[config.mk]
export PLATFORM = sky130hd
export DESIGN_NAME = calc_operand_ctrl
export DESIGN_NICKNAME = d
export VERILOG_FILES = /design/src/rtl/calc_pkg.sv /design/src/rtl/calc_flags.sv /design/src/rtl/calc_operand_ctrl.sv
export SDC_FILE = /design/constraint.sdc
export NUM_CORES = 1
export LEC_CHECK = 0
export CAP_MARGIN = 40
export CORE_MARGIN = 2
export CORE_UTILIZATION = 42
export CTS_CLUSTER_DIAMETER = 100
export DETAILED_ROUTE_END_ITERATION = 16
export HOLD_SLACK_MARGIN = 0.08
export PLACE_DENSITY = 0.86
export SLEW_MARGIN = 20
export SYNTH_ARGS = -nofsm -noshare
export SYNTH_HDL_FRONTEND = slang
export SYNTH_HIERARCHICAL = 1
export SYNTH_SLANG_ARGS = --single-unit
[constraint.sdc]
create_clock -name clk -period 1.34 [get_ports clk]
set_input_delay 0.268 -clock clk [delete_from_list [all_inputs] [get_ports clk]]
set_output_delay 0.268 -clock clk [all_outputs]
set_load 0.005 [all_outputs]
[src/rtl/calc_pkg.sv]
// Shared types and constants for the operand-entry calculator controller.
package calc_pkg;

  localparam int CALC_W = 4;

  typedef enum logic [1:0] {
    WAIT_A = 2'd0,
    WAIT_B = 2'd1,
    EXEC   = 2'd2,
    DONE   = 2'd3
  } state_t;

endpackage

[src/rtl/calc_flags.sv]
// Combinational N/Z/C/V flag derivation from the adder operands and its returned sum/carry.
module calc_flags
  import calc_pkg::*;
#(
  parameter int N = CALC_W
) (
  input  logic [N-1:0] a,
  input  logic [N-1:0] b,
  input  logic [N-1:0] sum,
  input  logic         cout,
  output logic         n,
  output logic         z,
  output logic         c,
  output logic         v
);

  assign n = sum[N-1];
  assign z = (sum == '0);
  assign c = cout;
  // Overflow: like-signed operands producing a sum of the opposite sign.
  assign v = (a[N-1] == b[N-1]) && (sum[N-1] != a[N-1]);

endmodule

[src/rtl/calc_operand_ctrl.sv]
// Sequences A/B operand entry for an external adder and registers result plus flags.
// Result is valid two edges after B is entered; enter during EXEC is dropped.
module calc_operand_ctrl
  import calc_pkg::*;
#(
  parameter int N = CALC_W
) (
  input  logic         clk,
  input  logic         rst_n,
  input  logic         clear,
  input  logic         enter,
  input  logic [N-1:0] data_in,
  input  logic         op_sub,
  output logic [N-1:0] adder_a,
  output logic [N-1:0] adder_b,
  output logic         adder_cin,
  input  logic [N-1:0] adder_sum,
  input  logic         adder_cout,
  output logic [N-1:0] result,
  output logic         flag_n,
  output logic         flag_z,
  output logic         flag_c,
  output logic         flag_v,
  output logic         result_valid,
  output logic [1:0]   state_o
);

  state_t       state_q;
  logic [N-1:0] reg_a_q;
  logic [N-1:0] reg_b_q;
  logic         reg_op_q;
  logic [N-1:0] result_q;
  logic [3:0]   flags_q;
  logic [3:0]   flags_d;
  logic         valid_q;

  assign adder_a   = reg_a_q;
  assign adder_b   = reg_op_q ? ~reg_b_q : reg_b_q;
  assign adder_cin = reg_op_q;

  calc_flags #(.N(N)) u_flags (
    .a    (adder_a),
    .b    (adder_b),
    .sum  (adder_sum),
    .cout (adder_cout),
    .n    (flags_d[3]),
    .z    (flags_d[2]),
    .c    (flags_d[1]),
    .v    (flags_d[0])
  );

  always_ff @(posedge clk) begin
    if (!rst_n || clear) begin
      state_q  <= WAIT_A;
      reg_a_q  <= '0;
      reg_b_q  <= '0;
      reg_op_q <= 1'b0;
      result_q <= '0;
      flags_q  <= '0;
      valid_q  <= 1'b0;
    end else begin
      case (state_q)
        WAIT_A: begin
          if (enter) begin
            reg_a_q <= data_in;
            state_q <= WAIT_B;
          end
        end
        WAIT_B: begin
          if (enter) begin
            reg_b_q  <= data_in;
            reg_op_q <= op_sub;
            state_q  <= EXEC;
          end
        end
        EXEC: begin
          result_q <= adder_sum;
          flags_q  <= flags_d;
          valid_q  <= 1'b1;
          state_q  <= DONE;
        end
        DONE: begin
          // Chained entry: a new A starts the next operation, old result is kept but marked stale.
          if (enter) begin
            reg_a_q <= data_in;
            valid_q <= 1'b0;
            state_q <= WAIT_B;
          end
        end
        default: state_q <= WAIT_A;
      endcase
    end
  end

  assign result       = result_q;
  assign flag_n       = flags_q[3];
  assign flag_z       = flags_q[2];
  assign flag_c       = flags_q[1];
  assign flag_v       = flags_q[0];
  assign result_valid = valid_q;
  assign state_o      = state_q;

endmodule

Word-level counts from Yosys, hierarchy flattened. Index checks and enable logic that the tools add are counted.

Register bits: 20. Input port bits: 14. Output and inout port bits: 20. Word-level logic and storage cells: 33.

Equal/unequal tests: 8. Mux-type cells: 6. Bitwise operators: 1. Reductions and logical operators: 11.

Operators with widths (count): 2-bit AND reduction (4); 2-bit case mux with 3 select lines (1); 2-bit equality test, second input constant (2); 4-bit logical NOT (1); 2-bit 2-to-1 mux (2); 4-bit 2-to-1 mux (1); 2-bit != test, second input constant (2); 4-bit NOT (1); 2-bit by 1-bit equality test with 1-bit output, second input constant (1); 2-bit logical NOT (1); 2-bit by 1-bit != test with 1-bit output, second input constant (1); 1-bit case mux with 2 select lines (1); 2-bit nonzero test (1); 2-bit OR reduction (1); 1-bit equality test (1); 1-bit logical AND (1); 1-bit logical NOT (1); 1-bit logical OR (1); 1-bit 2-to-1 mux (1); 1-bit != test (1).

Logic depth before layout (Yosys ltp).
Word-level depth: 4. Gate-level depth with buffers: 6. Mapped depth without buffers: 5.

Hierarchy. The synthesis kept the hierarchy.

By module, submodules not included: calc_operand_ctrl (instances 1, cells an instance 93, area an instance 848.3 µm², seq. area each 400.4 µm²); calc_flags (instances 1, cells an instance 6, area an instance 43.8 µm², seq. area each 0.0 µm²).

Worst setup path after synthesis. No wires, ideal clock.

Kind: register to register. Start point: register state_q[0] (netlist: state_o[0]). End point: register reg_a_q[3] (netlist: adder_a[3]). Library setup time: 0.070 ns. Data arrival time: 1.108 ns. Data required time: 1.270 ns. Slack: 0.162 ns. Stages on the path, launching flop included: 6. Buffers on the path: 0. Clock period less this slack: 1.178 ns. Cell sequence: dfxtp_1 > inv_1 > ha_1 > nand2_1 > nand2_1 > a21oi_1.

Word-level cells in the longest chain between the ends: 3. Elaborated cells on any way between the ends: 4. Those cells by class: 1 x eq/ne; 3 x reduce/logical.

Ends and longest elaborated chain: start: declaration (line calc_operand_ctrl.sv:28) `state_t state_q;`; start signal: assignment (line calc_operand_ctrl.sv:54) `state_q <= WAIT_A;`; start signal: assignment (line calc_operand_ctrl.sv:66) `state_q <= WAIT_B;`; start signal: assignment (line calc_operand_ctrl.sv:73) `state_q <= EXEC;`; 2-bit equality test / 2-bit logical NOT (equally long branches) (line calc_operand_ctrl.sv:62) `case (state_q)`; 2-bit OR reduction (no line) (*); 2-bit AND reduction (no line) (*); end signal: assignment (line calc_operand_ctrl.sv:65) `reg_a_q <= data_in;`; end signal: assignment (line calc_operand_ctrl.sv:85) `reg_a_q <= data_in;`; end: declaration (line calc_operand_ctrl.sv:29) `logic [N-1:0] reg_a_q;`.

Every way passes the cells marked *; elsewhere a longest branch is shown, timed or not. A chain may end at the register's enable or synchronous reset.

Final worst setup path.
Start point: register reg_op_q (netlist: adder_cin). End point: output adder_b[0].

Word-level cells in the longest chain between the ends: 1.

Ends and longest elaborated chain: start: declaration (line calc_operand_ctrl.sv:31) `logic reg_op_q;`; start signal: assignment (line calc_operand_ctrl.sv:72) `reg_op_q <= op_sub;`; 4-bit 2-to-1 mux (line calc_operand_ctrl.sv:38) `assign adder_b = reg_op_q ? ~reg_b_q : reg_b_q;`; end: declaration (line calc_operand_ctrl.sv:15) `output logic [N-1:0] adder_b,`.

No other way between the ends.

==> metrics.yaml <==
status: "complete, no violations"
crit_family: "flip-flops"
startpoint_type: "register"
critPathSlowestCell: "dfxtp_2"
p_leak_nw: 0.619
drc: 0
clock_sinks: 20
cts_buffers: 3
layout_common_cells: "dfxtp_2 (16), dlygate4sd2_1 (15), nand2_1 (14), clkdlybuf4s50_1 (13), buf_4 (11)"
crit_path_end_kind: "output port"
fin_skew_ns: 0.00929
hold_path.class: "register to register"
syn_nets: 117
diodes: 0
setup_violations: 0
vdd_drop_max_mv: 0.557
hpwl_um: 1500
dr.pass1.iters: 5
final_cell_area_um2: 1380
synth_compound_area_share_pct: 9.96
multi_input_area_um2: 460
timing.hold.ws_ns: 0.469
final_common_cell: "dfxtp_2"
antenna_left: 0
slew_violations: 0
hold_viol_final: 0
crit_required_ns: 1.07
synth.avg_cell_area_um2: 9.01
post-route-util_pct: 69.6
drt_wl_total_um: 2260
clk_root_buffer_cell: "clkbuf_4"
grt_pass1_wl_um: 3650
crit_buf_inv: 2
synth_fa_ha_area_share_pct: 5.61
clk_pin_slew_ns: 0.12
cts_tree: "built"
seqCellArea_um2: 424
synth-seq-area-share_pct: 44.9
min_period_over_period_pct: 99.6
power_density_nw_per_um2: 943
synth_seq_cells: 20
core-area_um2: 1980
grt_pass1_vias: 828
die_w_um: 50.1
synthSimpleGateAreaFrac_pct: 18.7
row_count: 16
tightestPinTransition_ns: 0.264
cap_violations: 0
cts_hold_buf: 0
pin_count: 34
gp_congestion: 0.721
vias: 847
die_height_um: 50.1
synth_xor_xnor_area_share_pct: 3.93
synth_top_family_by_area: "simple AND/OR/NAND/NOR gates"
cpPeakStageDelay_ns: 0.35
drtIter0Drc: 8
max_slew_margin_pct: 82.3
die_area_um2: 2510
portBuffers: 33
cp_data_arrival_time_ns: 1.07
gr-usage-all-layers_pct: 19.1
final_nets: 160
cts_buffer_depth: 2
synthDistinctLibCells: 18
initial_core_util_pct: 45.0
rsz0062_at_grt: "yes"
worstSkewPairLatency_ns: 0.31
syn2layout_area_growth_pct: 54.6
wire_per_inst_um: 13.5
fin_crit_ns: 1.33
grt_max_degree: 13
worst_slack_ns: 0.00559
overflow: 0
htree_levels: 1
antenna_found_initial: 0
avgViaCountPerCell: 5.04
pre_cts_slack_ns: -0.0521
syn_area_um2: 892
syn_inst: 99
path_max_fanout: 5
ys_warn_count: 6
fillCellCount: 163
drive_above_1_share_pct: 31.9
synth_mux_area_share_pct: 8.98
crit_chain: "buf_6, xor2_1, buf_2"
worstSetupPathType: "register to output port"
postPlaceCellArea_um2: 1250
fmax_mhz: 749
## tightest hold or removal path: stages (launching register included)
cell and delay (ns):
dfxtp_2 0.34, nand2_1 0.05, a21oi_1 0.05
## cells by family after synthesis
family | after synthesis
xor+xnor | 4
fa+ha+maj | 4
flops | 20
compound gates | 15
buf+inv | 11
simple gates | 37
mux | 8
## registers in the layout, indices dropped and copies added (netlist names)
register / flops
result_valid: 1
result: 4
adder_a: 4
adder_cin: 1
reg_b_q: 4
state_o: 2
flags_q: 4
## power breakdown
part           internal [W]  switching [W]  leakage [nW]  total, W
logic              0.000100      0.0000852         0.420  0.000185
registers          0.000606     0.00000644         0.170  0.000612
clock network      0.000303       0.000201        0.0279  0.000503
total               0.00101       0.000292         0.619   0.00130
## worst paths after layout
path	from	to	slack (ns)	cells past startpoint
setup / recovery	adder_cin	adder_b[0]	0.006	3
hold / removal	adder_a[1]	adder_a[1]	0.47	2
setup reg to reg	state_o[0]	adder_a[2]	0.12	6
hold reg to reg	adder_a[1]	adder_a[1]	0.47	2
## repair_timing
item                                    in CTS  in global routing
endpoints found under the setup margin      24                 13
resized for setup                           55                  5
cloned                                       0                  0
pin swaps                                    0                  1
setup buffers                                6                  0
## routing by layer
layer | vias to the layer above | routed length (µm) | GRT usage [%]
met4 | 0 | 45 | 8.80
met2 | 31 | 1170 | 34.6
met3 | 7 | 100 | 3.33
met5 | - | 0 | 0
li1 | 408 | - | -
met1 | 401 | 942 | 21.1
## through the flow
step                      setup TNS [ns]  cells  total power (W)
final                                  0    168          0.00130
after global routing              -0.133    168          0.00134
after CTS                              0    168          0.00129
after detailed placement          -0.186    158         0.000792
after global placement           -0.0843    158         0.000787
after floorplan                        0     99         0.000709
## synth_stat cells
library cell,n,area share [%]
nor2b_1,1,0.70
o22ai_1,1,0.70
mux2i_1,8,9.0
buf_6,2,2.5
nor2_1,9,3.8
buf_4,3,2.5
a21oi_1,10,5.6
nor4_2,1,1.4
ha_1,4,5.6
nand2_1,15,6.3
buf_2,3,1.7
inv_1,3,1.3
a21o_1,2,1.7
a21oi_2,2,2.0
dfxtp_1,20,45
nand3_1,9,5.0
nand2b_1,2,1.4
xor2_1,4,3.9
## layout make-up
cell class,count,area share [%]
tap,27,2.45
timing repair buffer,46,28.8
multi-input combinational,68,33.4
clock inverter,1,2.18
inverter,3,0.817
clock buffer,3,1.63
sequential,20,30.8
Power figures use the tool's default switching activity.
